--- config.mk ---
export PLATFORM = sky130hd
export DESIGN_NAME = ddr3_rx_dq_align_flat
export DESIGN_NICKNAME = d
export VERILOG_FILES = /design/src/rtl/ddr3_rx_align_pkg.sv /design/src/rtl/ddr3_rx_dq_align_if.sv /design/src/rtl/ddr3_rd_valid_pipe.sv /design/src/rtl/ddr3_rx_dq_align.sv /design/src/flat_wrapper.sv
export SDC_FILE = /design/constraint.sdc
export NUM_CORES = 1
export LEC_CHECK = 0
export CORE_MARGIN = 5
export CORE_UTILIZATION = 45
export CTS_BUF_LIST = sky130_fd_sc_hd__clkbuf_4 sky130_fd_sc_hd__clkbuf_8
export DETAILED_ROUTE_END_ITERATION = 12
export PLACE_DENSITY = 0.69
export SLEW_MARGIN = 20
export SYNTH_ARGS = -nofsm -noshare
export SYNTH_HDL_FRONTEND = slang
export SYNTH_SLANG_ARGS = --single-unit
--- constraint.sdc ---
create_clock -name i_fab_clk -period 1.4 [get_ports i_fab_clk]
set_input_delay 0.28 -clock i_fab_clk [delete_from_list [all_inputs] [get_ports i_fab_clk]]
set_output_delay 0.28 -clock i_fab_clk [all_outputs]
set_load 0.01 [all_outputs]
--- src/rtl/ddr3_rx_align_pkg.sv ---
// Shared types and constants for the DDR3 read-side DQ alignment block.
package ddr3_rx_align_pkg;

    localparam int GEAR_WIDTH  = 4;
    localparam int BURST_WORDS = 2;

    typedef logic [GEAR_WIDTH-1:0] dq_word_t;

    // DDR3 MPR readout is an alternating 0/1 stream; bit0 is the earliest UI.
    localparam dq_word_t MPR_PATTERN = 4'hA;

    typedef enum logic [2:0] {
        IDLE,
        SETTLE,
        CHECK,
        SLIP,
        DONE,
        FAIL
    } train_state_t;

endpackage

--- src/rtl/ddr3_rx_dq_align_if.sv ---
// Controller-facing bundle of the DQ alignment block; MPR_MODE/ERR_CNT exist only
// when DDR3_RX_ALIGN_ERR_CNT_EN is defined.
interface ddr3_rx_dq_align_if;
    import ddr3_rx_align_pkg::*;

    logic       train_start;
    dq_word_t   rx_data_0;
    logic       rd_cmd;
    logic       rx_bit_slip_0;
    logic       train_busy;
    logic       train_done;
    logic       train_fail;
    logic [2:0] slip_cnt;
    dq_word_t   rd_data;
    logic       rd_valid;
`ifdef DDR3_RX_ALIGN_ERR_CNT_EN
    logic        mpr_mode;
    logic [15:0] err_cnt;

    modport master (
        output train_start, rx_data_0, rd_cmd, mpr_mode,
        input  rx_bit_slip_0, train_busy, train_done, train_fail, slip_cnt,
               rd_data, rd_valid, err_cnt
    );
    modport slave (
        input  train_start, rx_data_0, rd_cmd, mpr_mode,
        output rx_bit_slip_0, train_busy, train_done, train_fail, slip_cnt,
               rd_data, rd_valid, err_cnt
    );
`else
    modport master (
        output train_start, rx_data_0, rd_cmd,
        input  rx_bit_slip_0, train_busy, train_done, train_fail, slip_cnt,
               rd_data, rd_valid
    );
    modport slave (
        input  train_start, rx_data_0, rd_cmd,
        output rx_bit_slip_0, train_busy, train_done, train_fail, slip_cnt,
               rd_data, rd_valid
    );
`endif

endinterface

--- src/rtl/ddr3_rd_valid_pipe.sv ---
// ddr3_rd_valid_pipe: read-command delay line; valid is the OR of BURST_WORDS taps.
// Latency: valid in cycles RD_LATENCY .. RD_LATENCY+BURST_WORDS-1 after the command.
// Backpressure: none; overlapping commands simply merge their valid windows.
module ddr3_rd_valid_pipe #(
    parameter int RD_LATENCY  = 12,
    parameter int BURST_WORDS = 2
) (
    input  logic i_clk,
    input  logic i_rst,
    input  logic i_rd_cmd,
    output logic o_rd_valid
);

    localparam int DEPTH = RD_LATENCY - 1 + BURST_WORDS;

    // r_sr[k] holds the command issued k+1 cycles ago.
    logic [DEPTH-1:0] r_sr;

    always_ff @(posedge i_clk or posedge i_rst) begin
        if (i_rst) begin
            r_sr <= '0;
        end else begin
            r_sr <= {r_sr[DEPTH-2:0], i_rd_cmd};
        end
    end

    assign o_rd_valid = |r_sr[DEPTH-1 -: BURST_WORDS];

endmodule

--- src/rtl/ddr3_rx_dq_align.sv ---
// ddr3_rx_dq_align: MPR bit-slip read training and read-valid generation for one DQ lane.
// Latency: RX_DATA_0 -> RD_DATA 1 cycle; RD_CMD -> RD_VALID RD_LATENCY cycles, BURST_WORDS long.
// Backpressure: none; RD_VALID masked while training. DDR3_RX_ALIGN_ERR_CNT_EN adds MPR_MODE/ERR_CNT.
module ddr3_rx_dq_align
    import ddr3_rx_align_pkg::*;
#(
    parameter dq_word_t TRAIN_PATTERN = MPR_PATTERN,
    parameter int       SETTLE_CYCLES = 4,
    parameter int       MATCH_COUNT   = 8,
    parameter int       MAX_SLIPS     = 4,
    parameter int       RD_LATENCY    = 12
) (
    input logic               i_fab_clk,
    input logic               i_arst,
    ddr3_rx_dq_align_if.slave rx_if
);

    localparam logic [3:0] SETTLE_LAST = 4'(SETTLE_CYCLES - 1);
    localparam logic [7:0] MATCH_LAST  = 8'(MATCH_COUNT - 1);
    localparam logic [2:0] SLIP_LIMIT  = 3'(MAX_SLIPS);

    train_state_t r_state;
    dq_word_t     r_rx_word;
    logic [3:0]   r_settle_cnt;
    logic [7:0]   r_match_cnt;
    logic [2:0]   r_slip_cnt;
    logic         r_busy;
    logic         r_done;
    logic         r_fail;
    logic         r_slip;
    logic         w_pipe_valid;
    logic         w_rd_valid;
    logic         w_word_match;
    logic         w_start;

    always_ff @(posedge i_fab_clk or posedge i_arst) begin
        if (i_arst) begin
            r_rx_word <= '0;
        end else begin
            r_rx_word <= rx_if.rx_data_0;
        end
    end

    assign w_word_match = (r_rx_word == TRAIN_PATTERN);
    assign w_start      = (r_state == IDLE) && rx_if.train_start;

    // Outputs are set on entry to the state they belong to, so the slip pulse
    // coincides exactly with SLIP and DONE/FAIL flags appear with their state.
    always_ff @(posedge i_fab_clk or posedge i_arst) begin
        if (i_arst) begin
            r_state      <= IDLE;
            r_settle_cnt <= '0;
            r_match_cnt  <= '0;
            r_slip_cnt   <= '0;
            r_busy       <= 1'b0;
            r_done       <= 1'b0;
            r_fail       <= 1'b0;
            r_slip       <= 1'b0;
        end else begin
            case (r_state)
                IDLE: begin
                    if (rx_if.train_start) begin
                        r_state      <= SETTLE;
                        r_busy       <= 1'b1;
                        r_settle_cnt <= '0;
                        r_match_cnt  <= '0;
                        r_slip_cnt   <= '0;
                        r_done       <= 1'b0;
                        r_fail       <= 1'b0;
                    end
                end
                SETTLE: begin
                    if (r_settle_cnt == SETTLE_LAST) begin
                        r_settle_cnt <= '0;
                        r_state      <= CHECK;
                    end else begin
                        r_settle_cnt <= r_settle_cnt + 4'd1;
                    end
                end
                CHECK: begin
                    if (w_word_match) begin
                        r_match_cnt <= r_match_cnt + 8'd1;
                        if (r_match_cnt == MATCH_LAST) begin
                            r_state <= DONE;
                            r_done  <= 1'b1;
                        end
                    end else begin
                        r_match_cnt <= '0;
                        if (r_slip_cnt == SLIP_LIMIT) begin
                            r_state <= FAIL;
                            r_fail  <= 1'b1;
                        end else begin
                            r_state <= SLIP;
                            r_slip  <= 1'b1;
                        end
                    end
                end
                SLIP: begin
                    r_slip     <= 1'b0;
                    r_slip_cnt <= r_slip_cnt + 3'd1;
                    r_state    <= SETTLE;
                end
                DONE, FAIL: begin
                    r_busy  <= 1'b0;
                    r_state <= IDLE;
                end
                default: begin
                    r_busy  <= 1'b0;
                    r_slip  <= 1'b0;
                    r_state <= IDLE;
                end
            endcase
        end
    end

    ddr3_rd_valid_pipe #(
        .RD_LATENCY  (RD_LATENCY),
        .BURST_WORDS (BURST_WORDS)
    ) u_rd_valid_pipe (
        .i_clk      (i_fab_clk),
        .i_rst      (i_arst),
        .i_rd_cmd   (rx_if.rd_cmd),
        .o_rd_valid (w_pipe_valid)
    );

    // Commands issued during training still age through the pipe; only the output is gated.
    assign w_rd_valid = w_pipe_valid & ~r_busy;

    assign rx_if.rx_bit_slip_0 = r_slip;
    assign rx_if.train_busy    = r_busy;
    assign rx_if.train_done    = r_done;
    assign rx_if.train_fail    = r_fail;
    assign rx_if.slip_cnt      = r_slip_cnt;
    assign rx_if.rd_data       = r_rx_word;
    assign rx_if.rd_valid      = w_rd_valid;

`ifdef DDR3_RX_ALIGN_ERR_CNT_EN
    logic [15:0] r_err_cnt;
    logic        w_err_event;

    // CHECK implies busy, which masks RD_VALID, so the two sources never coincide.
    assign w_err_event = ~w_word_match &
                         ((r_state == CHECK) | (w_rd_valid & rx_if.mpr_mode));

    always_ff @(posedge i_fab_clk or posedge i_arst) begin
        if (i_arst) begin
            r_err_cnt <= '0;
        end else if (w_start) begin
            r_err_cnt <= '0;
        end else if (w_err_event && (r_err_cnt != 16'hFFFF)) begin
            r_err_cnt <= r_err_cnt + 16'd1;
        end
    end

    assign rx_if.err_cnt = r_err_cnt;
`endif

endmodule

--- src/flat_wrapper.sv ---
// flat-port wrapper written by rule: the top's interface ports become plain ports
module ddr3_rx_dq_align_flat import ddr3_rx_align_pkg::*;
#(
    parameter dq_word_t TRAIN_PATTERN = MPR_PATTERN,
    parameter int       SETTLE_CYCLES = 4,
    parameter int       MATCH_COUNT   = 8,
    parameter int       MAX_SLIPS     = 4,
    parameter int       RD_LATENCY    = 12
)
  (i_fab_clk, i_arst, rx_if_train_start, rx_if_rx_data_0, rx_if_rd_cmd, rx_if_rx_bit_slip_0, rx_if_train_busy, rx_if_train_done, rx_if_train_fail, rx_if_slip_cnt, rx_if_rd_data, rx_if_rd_valid);
  ddr3_rx_dq_align_if rx_if_i ();
  input logic i_fab_clk;
  input logic i_arst;
  input wire logic [$bits(rx_if_i.train_start)-1:0] rx_if_train_start;
  input wire logic [$bits(rx_if_i.rx_data_0)-1:0] rx_if_rx_data_0;
  input wire logic [$bits(rx_if_i.rd_cmd)-1:0] rx_if_rd_cmd;
  output wire logic [$bits(rx_if_i.rx_bit_slip_0)-1:0] rx_if_rx_bit_slip_0;
  output wire logic [$bits(rx_if_i.train_busy)-1:0] rx_if_train_busy;
  output wire logic [$bits(rx_if_i.train_done)-1:0] rx_if_train_done;
  output wire logic [$bits(rx_if_i.train_fail)-1:0] rx_if_train_fail;
  output wire logic [$bits(rx_if_i.slip_cnt)-1:0] rx_if_slip_cnt;
  output wire logic [$bits(rx_if_i.rd_data)-1:0] rx_if_rd_data;
  output wire logic [$bits(rx_if_i.rd_valid)-1:0] rx_if_rd_valid;
  assign rx_if_i.train_start = rx_if_train_start;
  assign rx_if_i.rx_data_0 = rx_if_rx_data_0;
  assign rx_if_i.rd_cmd = rx_if_rd_cmd;
  assign rx_if_rx_bit_slip_0 = rx_if_i.rx_bit_slip_0;
  assign rx_if_train_busy = rx_if_i.train_busy;
  assign rx_if_train_done = rx_if_i.train_done;
  assign rx_if_train_fail = rx_if_i.train_fail;
  assign rx_if_slip_cnt = rx_if_i.slip_cnt;
  assign rx_if_rd_data = rx_if_i.rd_data;
  assign rx_if_rd_valid = rx_if_i.rd_valid;
  ddr3_rx_dq_align #(.TRAIN_PATTERN(TRAIN_PATTERN), .SETTLE_CYCLES(SETTLE_CYCLES), .MATCH_COUNT(MATCH_COUNT), .MAX_SLIPS(MAX_SLIPS), .RD_LATENCY(RD_LATENCY)) u_core (.i_fab_clk(i_fab_clk), .i_arst(i_arst), .rx_if(rx_if_i));
endmodule
Word-level counts from Yosys, hierarchy flattened
Index checks and enable logic that the tools add are counted.
{"block": "totals", "regBits": 39, "in_bits": 8, "out_inout_bits": 12}
{"block": "classes", "n_addsub": 3, "mux": 26, "eq_ne": 17, "n_reduce_logical": 15, "n_bitwise": 4}
{"operator": "2-to-1 mux 3 bit", "n": 6}
{"operator": "2-to-1 mux 8 bit", "n": 2}
{"operator": "one-hot mux 8 bit (2 select lines)", "n": 1}
{"operator": "one-hot mux 3 bit (4 select lines)", "n": 1}
{"operator": "equality test 3 bit (second input constant)", "n": 3}
{"operator": "adder 8 x 1 -> 8 bit (second input constant)", "n": 1}
{"operator": "equality test 8 x 3 -> 1 bit (second input constant)", "n": 1}
{"operator": "2-to-1 mux 1 bit", "n": 8}
{"operator": "2-to-1 mux 4 bit", "n": 2}
{"operator": "!= test 2 x 1 -> 1 bit (second input constant)", "n": 4}
{"operator": "one-hot mux 1 bit (2 select lines)", "n": 4}
{"operator": "one-hot mux 4 bit (2 select lines)", "n": 1}
{"operator": "AND reduction 2 bit", "n": 4}
{"operator": "AND reduction 4 bit", "n": 2}
{"operator": "equality test 3 x 2 -> 1 bit (second input constant)", "n": 2}
{"operator": "!= test 2 bit (second input constant)", "n": 3}
{"operator": "one-hot mux 3 bit (2 select lines)", "n": 1}
{"operator": "AND reduction 3 bit", "n": 2}
{"operator": "nonzero test 2 bit", "n": 3}
{"operator": "adder 4 x 1 -> 4 bit (second input constant)", "n": 1}
{"operator": "equality test 4 x 2 -> 1 bit (second input constant)", "n": 1}
{"operator": "equality test 4 bit (second input constant)", "n": 1}
{"operator": "OR reduction 4 bit", "n": 1}
{"operator": "adder 3 x 1 -> 3 bit (second input constant)", "n": 1}
{"operator": "7 further kinds", "n": 9}

Logic depth before layout (Yosys ltp)
Gate-level depths: netlist of run 1.
{"block": "logic_depth", "ltp_word": 4, "mapped_depth": 6, "depth_no_buf": 6}

Hierarchy
From an unflattened synthesis of run 1, not the netlist that was laid out.
{"block": "unflattened", "hier_cells": 143, "hier_area_um2": 1604.0}
{"module": "ddr3_rx_dq_align", "seq_area_each_um2": 650.6, "area_per_inst_um2": 1268.7, "instances": 1, "cells_each": 128}
{"module": "ddr3_rd_valid_pipe", "seq_area_each_um2": 325.3, "area_per_inst_um2": 335.3, "instances": 1, "cells_each": 15}

Worst setup path after synthesis of run 1
Ideal clock, no wire load.
{"block": "synth_timing", "path_kind": "register to register", "startpoint": "register u_core.r_settle_cnt[0]", "endpoint": "register u_core.r_settle_cnt[3]", "stages_incl_launch_ff": 6, "slack_ns": -0.039, "setup_time_ns": 0.069, "path_buffers": 0, "required_ns": 1.331, "arrival_time_ns": 1.370, "period_less_slack_ns": 1.439, "cell_sequence": "dfrtp_1 > ha_1 > inv_1 > o311ai_4 > or4_1 > nand3_1"}
{"block": "synth_via", "elab_chain_len": 3}
{"item": "start: declaration", "line_no": "ddr3_rx_dq_align.sv:24", "text": "logic [3:0] r_settle_cnt;"}
{"item": "start signal: assignment", "line_no": "ddr3_rx_dq_align.sv:77", "text": "r_settle_cnt <= r_settle_cnt + 4'd1;"}
{"item": "adder 4 x 1 -> 4 bit or equality test 4 x 2 -> 1 bit (tied branches)", "line_no": "ddr3_rx_dq_align.sv:77, ddr3_rx_dq_align.sv:73"}
{"item": "2-to-1 mux 4 bit *", "line_no": "ddr3_rx_dq_align.sv:73", "text": "if (r_settle_cnt == SETTLE_LAST) begin"}
{"item": "one-hot mux 4 bit (2 select lines) *", "line_no": "ddr3_rx_dq_align.sv:60", "text": "case (r_state)"}
Every way passes the cells marked *; elsewhere a longest branch is shown, timed or not.
A chain may end at the register's enable or synchronous reset.

Final worst setup path of run 1
{"block": "layout_timing", "startpoint": "register u_core.r_match_cnt[7]", "endpoint": "register u_core.r_state[0]"}
{"block": "layout_via", "elab_chain_len": 3}
{"item": "start: declaration", "line_no": "ddr3_rx_dq_align.sv:25", "text": "logic [7:0] r_match_cnt;"}
{"item": "start signal: assignment", "line_no": "ddr3_rx_dq_align.sv:82", "text": "r_match_cnt <= r_match_cnt + 8'd1;"}
{"item": "equality test 8 x 3 -> 1 bit", "line_no": "ddr3_rx_dq_align.sv:83", "text": "if (r_match_cnt == MATCH_LAST) begin"}
{"item": "!= test 3 bit (no line)"}
{"item": "AND reduction 3 bit (no line)"}
{"item": "end signal: assignment", "line_no": "ddr3_rx_dq_align.sv:84", "text": "r_state <= DONE;"}
{"item": "end signal: assignment", "line_no": "ddr3_rx_dq_align.sv:90", "text": "r_state <= FAIL;"}
{"item": "end signal: assignment", "line_no": "ddr3_rx_dq_align.sv:93", "text": "r_state <= SLIP;"}
{"item": "end: declaration", "line_no": "ddr3_rx_dq_align.sv:22", "text": "train_state_t r_state;"}
Every way passes these cells.

==> impl_metrics.ini, run 1 <==
[sta]
final_period_minus_worst_setup_slack_ns = 1.493
setup_slack_ns = -0.09334
setup_viol_count_final = 7
timing.max_slew.rel_slack_pct = 80.34
tightest_slew_ns = 0.2942
clock.fmax_mhz = 669.6
fin_worst_skew_ns = 0.003595
rsz0062_at_grt = true
maxSlewViolCount = 0
hold_viol_final = 0
min_period_over_period_pct = 106.7

[placement]
place.detailed.hpwl_mm = 2.594
portBuffers = 19
place_area_um2 = 2078
finalWeightedCongestion = 0.8746
dpl.cell_count = 233

[synthesis]
synth_top_area_cell = sky130_fd_sc_hd__dfrtp_1
postSynth.topFlopCell = sky130_fd_sc_hd__dfrtp_1
ys_top_cells_by_count = 39 x sky130_fd_sc_hd__dfrtp_1, 16 x sky130_fd_sc_hd__nand2_1, 12 x sky130_fd_sc_hd__a21oi_1, 10 x sky130_fd_sc_hd__inv_1, 10 x sky130_fd_sc_hd__nor2_1
postSynthNetCount = 161
yosys_warnings = 0
synth.ff_latch_count = 39
synth.top_cell.area_share_pct = 57.95
post_synth_instance_area_um2 = 1684
syn-mean-instance-area_um2 = 11.30
ys_async_sr_fraction_pct = 100.0
seq_total_area_yosys_pct = 57.95
synth_enable_flop_cells = 0
synth_most_common_cell = sky130_fd_sc_hd__dfrtp_1
post_synth_inst_count = 149
synth_cell_types = 36
synth.top_cells.by_area = sky130_fd_sc_hd__dfrtp_1 58%, sky130_fd_sc_hd__a21oi_1 3.6%, sky130_fd_sc_hd__nand2_1 3.6%

[pwr]
vdd.ir_drop.worst_v = 0.001029
power_frac_seq_pct = 38.8
cellInternalPower_mw = 2.419
power_switching_share_pct = 35.09
power.density_cell_area_nw_per_um2 = 1639
static-leakage-power_nw = 1.010
clock_network_power_share_pct = 21.9
p_sw_mw = 1.308
power.share.combinational_pct = 39.3

[routing]
detailedRoute.firstIterationViolations = 49
post_detailed_route_drc_marker_count = 0
route.antenna.remaining_nets = 0
detail_route.wl_per_cell_um = 15.43
drt_pre_antenna_iters = 4
routed-via-count = 1322
postRouteWirelength_mm = 3.812
vias_per_cell = 5.352

[final_layout]
layout-area-overhead-vs-synth_pct = 34.99
finalNonFillerCells = 247
finish.utilization_pct = 62.57
layout_cells_sized_above_1_pct = 31.66
final_cell_area_um2 = 2273
n_antenna_cell = 0
design.final.nets = 210

[job]
timing.max_cap.violations = 0

[die]
die-area_um2 = 5066
effective_utilization_at_floorplan_pct = 46.35
cell_rows = 22
die_height_um = 71.18
core_region_area_um2 = 3633
boundaryPins = 20
horizontal_die_dimension_um = 71.18

[setup_path]
critical_path.startpoint_type = flip-flop
cp_data_arrival_time_ns = 1.69
critical_path_class = flip-flop to flip-flop
crit_path_max_incr_delay_ns = 0.55
cp_max_fo = 3
critical_path_required_ns = 1.60
cp-end-kind = flip-flop
crit_path_top_delay_cell = sky130_fd_sc_hd__or4_4
worstPathCellList = or4_4, nor3_4, nor2_2, a221oi_2

[clocking]
clock_tree.buffer_depth = 2
ctsHtreeMaxLevel = 2
cts.clk_slew.worst_paths_ns = 0.08
clock_sinks = 39
tritoncts_clock_tree = yes
cts_root_buffer = sky130_fd_sc_hd__clkbuf_8
cts_made_buffers = 5
clock_latency_ns = 0.30

[global_route]
grt_pass1_vias = 1332
grt_pass1_wl_mm = 6.113
largest_net_degree_at_the_start_of_global_routing = 40
groute.usage.overall_pct = 15.48
antenna_found_initial = 0
grt_remaining_overflow = 0

[run_status]
violations = setup timing
outcome = complete, but fails checks

[worst_hold_path]
hold_path.class = input pin to asynchronous set/reset pin
[worst paths after layout]
kind                                            startpoint                         endpoint  slack (ns)  cells after the start
min                                                 i_arst   u_core.u_rd_valid_pipe.r_sr[7]        0.34                      3
max reg2reg                          u_core.r_match_cnt[7]                u_core.r_state[0]       -0.09                      4
min in group i_fab_clk     u_core.u_rd_valid_pipe.r_sr[10]  u_core.u_rd_valid_pipe.r_sr[11]        0.35                      0
max                                  u_core.r_match_cnt[7]                u_core.r_state[0]       -0.09                      4
max in group asynchronous                           i_arst                u_core.r_state[1]        0.86                      3
min reg2reg                u_core.u_rd_valid_pipe.r_sr[10]  u_core.u_rd_valid_pipe.r_sr[11]        0.35                      0
[critical path, delay by kind of cell (launching register included)]
family | cells | cell delay [ns]
flops | 1 | 0.38
simple gates | 3 | 0.82
compound gates | 1 | 0.20
[flip-flops by register name, summed over array words and instances (netlist names), 3 cells and up]
name	cells
u_core.rx_if.rd_data	4
u_core.r_settle_cnt	4
u_core.u_rd_valid_pipe.r_sr	13
u_core.r_state	3
u_core.r_match_cnt	8
u_core.rx_if.slip_cnt	3
[per-layer routing]
metal	wire, um	vias to the layer above	part of all wire (%)	GRT usage [%]
met1	1589	656	42	18.03
met3	136	5	3.6	4.688
met2	2034	30	53	27.04
met4	52	0	1.4	5.010
li1	-	631	-	-
met5	0	-	0	0
[layout make-up]
cell class / instances / area [um^2]
flip-flops and latches: 39 / 978.4
inverters: 10 / 37.54
clock buffers: 6 / 82.58
clock inverters: 2 / 16.27
multi-input cells: 96 / 691.9
repair buffers: 46 / 406.6
fillers: 310 / 1360
well taps: 48 / 60.06
[power by group through the flow]
stage,Combinational [mW],Clock [mW],Sequential [mW]
2_1_floorplan,0.798,0,1.47
3_3_place_gp,1.31,0,1.48
3_5_place_dp,1.39,0,1.49
4_1_cts,1.42,0.834,1.44
5_1_grt,1.62,0.884,1.48
6_report,1.47,0.816,1.44
[stage by stage]
| stage | setup slack (ns) | setup TNS, ns | power [mW] | hold WS [ns] |
|---|---|---|---|---|
| floorplan | 0.003476 | 0 | 2.273 | 0.3114 |
| global placement | -0.2107 | -1.464 | 2.787 | 0.3322 |
| detailed placement | -0.2939 | -2.157 | 2.872 | 0.3347 |
| CTS | -0.1140 | -0.3677 | 3.699 | 0.3343 |
| global route | -0.1790 | -1.028 | 3.977 | 0.3588 |
| finish | -0.09334 | -0.2674 | 3.727 | 0.3365 |
[layout by cell type, fill, tap and decap left out, types with 2 or more instances in the layout]
master and instances:
sky130_fd_sc_hd__dlygate4sd2_1 11, sky130_fd_sc_hd__inv_1 9, sky130_fd_sc_hd__nand3_1 8, sky130_fd_sc_hd__nand2_1 15, sky130_fd_sc_hd__o21ai_2 2, sky130_fd_sc_hd__a31oi_1 4
sky130_fd_sc_hd__buf_6 2, sky130_fd_sc_hd__o211ai_1 2, sky130_fd_sc_hd__clkbuf_8 6, sky130_fd_sc_hd__dfrtp_2 2, sky130_fd_sc_hd__nand2b_1 2, sky130_fd_sc_hd__a22o_1 2
sky130_fd_sc_hd__nand4_1 3, sky130_fd_sc_hd__nor2_1 8, sky130_fd_sc_hd__a21oi_2 2, sky130_fd_sc_hd__buf_12 2, sky130_fd_sc_hd__dfrtp_1 37, sky130_fd_sc_hd__or3_1 2
sky130_fd_sc_hd__clkdlybuf4s50_1 7, sky130_fd_sc_hd__nor2_2 2, sky130_fd_sc_hd__o22ai_1 2, sky130_fd_sc_hd__ha_1 2, sky130_fd_sc_hd__buf_4 23, sky130_fd_sc_hd__a21oi_1 10
sky130_fd_sc_hd__o21ai_0 7
[kinds of logic (layout without fill, tap and decap cells)]
logic type                 Yosys count  count (layout)  synth area share [%]
DFF                                 39              39                 57.95
adders and majority gates            4               4                 2.972
and+or+nand+nor                     55              56                 19.54
buffers and inverters               15              64                 5.126
AOI/OAI and AO/OA                   36              36                 14.41
[repair_timing]
action,in CTS,in global routing
endpoints found under the setup margin,22,12
gates resized for setup,20,14
setup buffers,3,2
cloned,0,1
pin swaps,0,9
hold buffers,0,0
Note: power is estimated with default switching activity, not from simulation.
==> inputs of run 2 (changes only) <==
--- a/config.mk
+++ b/config.mk
@@ -6,10 +6,10 @@
 export NUM_CORES = 1
 export LEC_CHECK = 0
 export CORE_MARGIN = 5
-export CORE_UTILIZATION = 45
+export CORE_UTILIZATION = 51
 export CTS_BUF_LIST = sky130_fd_sc_hd__clkbuf_4 sky130_fd_sc_hd__clkbuf_8
 export DETAILED_ROUTE_END_ITERATION = 12
-export PLACE_DENSITY = 0.69
+export PLACE_DENSITY = 0.77
 export SLEW_MARGIN = 20
 export SYNTH_ARGS = -nofsm -noshare
 export SYNTH_HDL_FRONTEND = slang
==> run 2 against run 1 <==
  * The flow still finishes with violations (setup timing)
  * Sequential cell count is the same
  * First-iteration DRC count grew 73%
  * Core utilization grew 8.2 points
  * Combinational power grew 3%
  * Sequential power is essentially flat
  * Sequential share of layout area grew 1.4 points
  * Global-route usage grew 4.0 points
  * Count of clock-buffer cells in the layout is the same
  * Non-clock buffer count is the same
  * Critical path type unchanged
  * Highest routed layer unchanged
==> impl_metrics.ini, run 2 (synthesis results as in run 1) <==
[sta]
final_period_minus_worst_setup_slack_ns = 1.465
maxSlewViolCount = 0
tightest_slew_ns = 0.3055
totalNegativeSetupSlack_ns = -0.3322
timing.max_slew.rel_slack_pct = 79.58
hold_viol_final = 0
rsz0062_at_grt = true
setup_slack_ns = -0.06463
fin_worst_skew_ns = 0.01223
setup_viol_count_final = 7
min_period_over_period_pct = 104.6
clock.fmax_mhz = 682.8
whs_ns = 0.2680

[setup_path]
cp_num_cells = 4
crit_path_top_delay_cell = sky130_fd_sc_hd__or4_4
critical_path_required_ns = 1.68
r2r_end = u_core.r_state[2]
worstPathCellList = or4_4, nor3_4, nor2_2, nor3b_2
regToRegSetupSlack_ns = -0.06
cp-end-kind = flip-flop
worst_r2r_startpoint = u_core.r_match_cnt[7]
worstSetupEndpoint = u_core.r_state[2]
cp_max_fo = 3
path_delay_family = simple AND/OR/NAND/NOR gates
critical_path.n_buffers_inverters = 0
critical_path.startpoint_type = flip-flop
cp_data_arrival_time_ns = 1.74
crit_path_max_incr_delay_ns = 0.55
critical_path_class = flip-flop to flip-flop
critical_path.startpoint = u_core.r_match_cnt[7]
ff2ff_path_depth = 4

[placement]
place.detailed.hpwl_mm = 2.529
pre_cts_slack_ns = -0.3604
finalWeightedCongestion = 0.7792
portBuffers = 19
place_area_um2 = 2051

[routing]
post_detailed_route_drc_marker_count = 0
drt_pre_antenna_iters = 5
detailedRoute.firstIterationViolations = 85
postRouteWirelength_mm = 3.766
route.antenna.remaining_nets = 0
detail_route.wl_per_cell_um = 15.50
vias_per_cell = 5.473
routed-via-count = 1330

[global_route]
largest_net_degree_at_the_start_of_global_routing = 40
grt_pass1_wl_mm = 6.541
grt_pass1_vias = 1422
antenna_found_initial = 0
grt_remaining_overflow = 0
groute.usage.overall_pct = 19.51

[clocking]
ctsHtreeMaxLevel = 2
tritoncts_clock_tree = yes
cts_made_buffers = 5
clock_tree.buffer_depth = 2
clock_latency_ns = 0.35
cts_root_buffer = sky130_fd_sc_hd__clkbuf_4
cts.clk_slew.worst_paths_ns = 0.12
clock_sinks = 39

[pwr]
power_switching_share_pct = 35.75
vdd.ir_drop.worst_v = 0.0009346
power.share.combinational_pct = 43.0
static-leakage-power_nw = 0.9989
clock_network_power_share_pct = 16.6
power.density_cell_area_nw_per_um2 = 1614
cellInternalPower_mw = 2.278
power_frac_seq_pct = 40.5
p_sw_mw = 1.267

[worst_hold_path]
hold_path.class = input pin to asynchronous set/reset pin

[die]
core_region_area_um2 = 3103
boundaryPins = 20
die-area_um2 = 4552
horizontal_die_dimension_um = 67.47
die_height_um = 67.47
cell_rows = 20
effective_utilization_at_floorplan_pct = 54.27

[job]
timing.max_cap.violations = 0

[final_layout]
leading_cell_type_in_the_layout_fill_and_taps_excluded = sky130_fd_sc_hd__dfrtp_1
layout-area-overhead-vs-synth_pct = 30.46
fillers = 250
design.final.nets = 210
final_cell_mix = 38 x sky130_fd_sc_hd__dfrtp_1, 24 x sky130_fd_sc_hd__buf_4, 15 x sky130_fd_sc_hd__nand2_1, 12 x sky130_fd_sc_hd__a21oi_1, 11 x sky130_fd_sc_hd__dlygate4sd2_1
largestRegisters = u_core.u_rd_valid_pipe.r_sr: 13 flops, u_core.r_match_cnt: 8 flops
finish.utilization_pct = 70.81
n_antenna_cell = 0
largest_register_ff_count = 13
regMostFlops = u_core.u_rd_valid_pipe.r_sr
final_cell_area_um2 = 2197
layout_cells_sized_above_1_pct = 28.14

[run_status]
violations = setup timing
outcome = complete, but fails checks
-- run 2: worst min-delay path by stage --
| stage | to | cells after the start | from | slack (ns) |
|---|---|---|---|---|
| after floorplan | u_core.rx_if.rd_data[0] | 0 | rx_if_rx_data_0[0] | 0.31 |
| after global placement | u_core.u_rd_valid_pipe.r_sr[7] | 0 | u_core.u_rd_valid_pipe.r_sr[6] | 0.34 |
| after detailed placement | u_core.u_rd_valid_pipe.r_sr[9] | 0 | u_core.u_rd_valid_pipe.r_sr[8] | 0.33 |
| after CTS | u_core.r_settle_cnt[2] | 3 | i_arst | 0.28 |
| after global routing | u_core.u_rd_valid_pipe.r_sr[1] | 3 | i_arst | 0.29 |
| final | u_core.r_settle_cnt[2] | 3 | i_arst | 0.27 |
-- run 2: repair_timing --
item | in CTS | in global routing
endpoints found under the hold margin | 0 | 0
hold buffers | 0 | 0
gates resized for setup | 20 | 6
setup endpoints to repair | 27 | 17
gates cloned | 1 | 0
pin swaps | 6 | 3
setup buffers | 6 | 2
-- run 2: area by class of cell --
class | count | area [um^2] | share of cell area, %
multi-input cells | 96 | 658.1 | 29.95
flip-flops and latches | 39 | 977.2 | 44.48
clock inverters | 2 | 12.51 | 0.5695
well taps | 44 | 55.05 | 2.506
repair buffers | 46 | 411.6 | 18.74
clock buffers | 6 | 45.04 | 2.050
inverters | 10 | 37.54 | 1.708
-- run 2: per-stage QoR --
step                      total power [mW]  instances
after detailed placement             2.841        226
after CTS                            3.482        241
after floorplan                      2.273        149
after global placement               2.754        226
after global routing                 3.780        243
final                                3.545        243
-- run 2: per-layer routing --
layer | part of all wire [%] | track usage (%) | vias to the layer above
li1 | - | - | 633
met5 | 0 | 0 | -
met3 | 6.1 | 6.323 | 7
met1 | 41 | 22.03 | 633
met2 | 52 | 33.90 | 57
met4 | 1.4 | 7.595 | 0
-- run 2: worst min-delay path: stages --
cell and delay (ns):
sky130_fd_sc_hd__clkdlybuf4s50_1 0.40, sky130_fd_sc_hd__inv_1 0.09, sky130_fd_sc_hd__buf_12 0.23
-- run 2: power groups by stage --
stage	sequential, mW	combinational (mW)	clock [mW]
after floorplan	1.47	0.798	0
after global placement	1.47	1.29	0
after detailed placement	1.49	1.35	0
after CTS	1.44	1.45	0.601
after global routing	1.46	1.67	0.656
final	1.43	1.52	0.587
==> inputs of run 3 (changes only) <==
--- a/config.mk
+++ b/config.mk
@@ -5,6 +5,7 @@
 export SDC_FILE = /design/constraint.sdc
 export NUM_CORES = 1
 export LEC_CHECK = 0
+export CAP_MARGIN = 40
 export CORE_MARGIN = 5
 export CORE_UTILIZATION = 51
 export CTS_BUF_LIST = sky130_fd_sc_hd__clkbuf_4 sky130_fd_sc_hd__clkbuf_8
==> constraint.sdc (replaced) <==
create_clock -name i_fab_clk -period 1.4 [get_ports i_fab_clk]
set_input_delay 0.21 -clock i_fab_clk [delete_from_list [all_inputs] [get_ports i_fab_clk]]
set_output_delay 0.21 -clock i_fab_clk [all_outputs]
set_load 0.01 [all_outputs]
==> run 3 against run 2 <==
  * The run still ends with setup timing left
  * Wire length is 6.3% lower
  * Combinational power down 6%
  * Count of clock-buffer cells in the layout is 1 lower
  * Register-to-register slack about the same
  * Setup slack worse by 0.0037 ns
  * Via count is 0.30% lower
  * First-iteration DRC count is 46% lower
==> impl_metrics.ini, run 3 (synthesis results as in run 1) <==
[run_status]
outcome = complete, but fails checks
violations = setup timing

[global_route]
groute.layer.met3.usage_pct = 3.827
grt_pass1_vias = 1351
antenna_found_initial = 0
largest_net_degree_at_the_start_of_global_routing = 40
grt_pass1_wl_mm = 5.664
gr-usage-met2_pct = 27.46
top_usage_layer = met2
grt_remaining_overflow = 0
groute.usage.overall_pct = 16.94
globalRouteMet1Util_pct = 20.69

[sta]
setup_viol_count_final = 6
final_period_minus_worst_setup_slack_ns = 1.468
clock.fmax_mhz = 681.1
rsz0062_at_grt = true
tightest_slew_ns = 0.3978
timing.max_slew.rel_slack_pct = 73.30
setup_slack_ns = -0.06830
totalNegativeSetupSlack_ns = -0.2626
fin_worst_skew_ns = 0.01283
hold_viol_final = 0
min_period_over_period_pct = 104.9
maxSlewViolCount = 0

[setup_path]
critical_path.startpoint_type = flip-flop
cp_max_fo = 3
critical_path.startpoint = u_core.r_match_cnt[7]
critical_path_class = flip-flop to flip-flop
cp-end-kind = flip-flop
cp_data_arrival_time_ns = 1.73
worst_r2r_startpoint = u_core.r_match_cnt[7]
critical_path_required_ns = 1.66

[final_layout]
layout-area-overhead-vs-synth_pct = 33.73
regMostFlops = u_core.u_rd_valid_pipe.r_sr
fillers = 249
layout_cells_sized_above_1_pct = 32.34
final_cell_mix = 37 x sky130_fd_sc_hd__dfrtp_1, 27 x sky130_fd_sc_hd__buf_4, 15 x sky130_fd_sc_hd__nand2_1, 11 x sky130_fd_sc_hd__dlygate4sd2_1
leading_cell_type_in_the_layout_fill_and_taps_excluded = sky130_fd_sc_hd__dfrtp_1
n_antenna_cell = 0
largest_register_ff_count = 13
finish.utilization_pct = 72.58
design.final.nets = 212
largestRegisters = u_core.u_rd_valid_pipe.r_sr: 13 flops, u_core.r_match_cnt: 8 flops
final_cell_area_um2 = 2252

[clocking]
ctsHtreeMaxLevel = 2
clock_latency_ns = 0.35
cts_made_buffers = 5
cts-hold-fix-buffers = 0
cts.clk_slew.worst_paths_ns = 0.13
cts_root_buffer = sky130_fd_sc_hd__clkbuf_4
clock_sinks = 39
tritoncts_clock_tree = yes
clock_tree.buffer_depth = 2

[routing]
post_detailed_route_drc_marker_count = 0
detail_route.wl_per_cell_um = 14.40
drt_pre_antenna_iters = 4
route.antenna.remaining_nets = 0
vias_per_cell = 5.412
postRouteWirelength_mm = 3.527
routed-via-count = 1326
detailedRoute.firstIterationViolations = 46

[die]
die-area_um2 = 4552
core_region_area_um2 = 3103
effective_utilization_at_floorplan_pct = 54.27
die_height_um = 67.47
boundaryPins = 20
horizontal_die_dimension_um = 67.47
cell_rows = 20

[pwr]
p_sw_mw = 1.242
post-layout-total-power_mw = 3.644
power_frac_seq_pct = 39.5
power.share.combinational_pct = 39.3
cellInternalPower_mw = 2.401
static-leakage-power_nw = 1.028
clock_network_power_share_pct = 21.2
power.density_cell_area_nw_per_um2 = 1618
vdd.ir_drop.worst_v = 0.001013
power_switching_share_pct = 34.10

[job]
timing.max_cap.violations = 0

[placement]
portBuffers = 19
finalWeightedCongestion = 0.7735
place_area_um2 = 2043
place.detailed.hpwl_mm = 2.417
pre_cts_slack_ns = -0.2147

[worst_hold_path]
hold_path.class = input pin to asynchronous set/reset pin
[run 3: changes by cell type in the layout (fill, tap and decap cells not counted), sizes merged]
| cell | delta |
|---|---|
| buf | +1 |
| bufinv | +1 |
| inv | +1 |
| clkinvlp | -1 |
[run 3: worst max-delay path, stage by stage (launching register included)]
cell and delay (ns):
sky130_fd_sc_hd__dfrtp_1 0.40, sky130_fd_sc_hd__or4_4 0.55, sky130_fd_sc_hd__nor3_4 0.19, sky130_fd_sc_hd__nor2_2 0.08
sky130_fd_sc_hd__a221oi_2 0.17
[run 3: layout make-up]
type / count / area, um^2 / area share [%]
clock buffers: 5 / 37.54 / 1.667
clock inverters: 3 / 47.55 / 2.111
inverters: 10 / 37.54 / 1.667
multi-input cells: 96 / 681.9 / 30.28
flip-flops and latches: 39 / 978.4 / 43.44
well taps: 44 / 55.05 / 2.444
repair buffers: 48 / 414.1 / 18.39
[run 3: final timing paths]
kind / end / slack [ns] / cells after the start
setup / recovery: u_core.r_state[0] / -0.07 / 4
max in group asynchronous: u_core.r_state[0] / 1.00 / 3
min in group i_fab_clk: u_core.u_rd_valid_pipe.r_sr[0] / 0.28 / 1
setup reg to reg: u_core.r_state[0] / -0.07 / 4
hold reg to reg: u_core.u_rd_valid_pipe.r_sr[11] / 0.36 / 0
hold / removal: u_core.rx_if.rd_data[2] / 0.19 / 3
[run 3: layer usage]
layer  up-vias  wire length, um  share of wire [%]
met5         -                0                  0
met4         0               82                2.3
met3        12              187                5.3
met2        42             1769                 50
met1       639             1487                 42
li1        633                -                  -
[run 3: through the flow]
| stage | instances | hold WS (ns) |
|---|---|---|
| final | 245 | 0.1949 |
| after global routing | 245 | 0.1982 |
| after CTS | 239 | 0.1923 |
| after detailed placement | 225 | 0.3355 |
| after global placement | 225 | 0.3348 |
| after floorplan | 149 | 0.2414 |
[run 3: what timing repair did]
action / CTS / global route
resized for setup: 21 / 12
cloned: 0 / 1
pin swaps: 2 / 9
setup buffers: 6 / 5
setup endpoints to repair: 25 / 15
[run 3: power groups by stage]
stage          Sequential [mW]  Combinational, mW  Clock (mW)
2_1_floorplan             1.47              0.798           0
3_3_place_gp              1.48               1.26           0
3_5_place_dp              1.49               1.30           0
4_1_cts                   1.44               1.38       0.793
5_1_grt                   1.46               1.59       0.850
6_report                  1.44               1.43       0.774
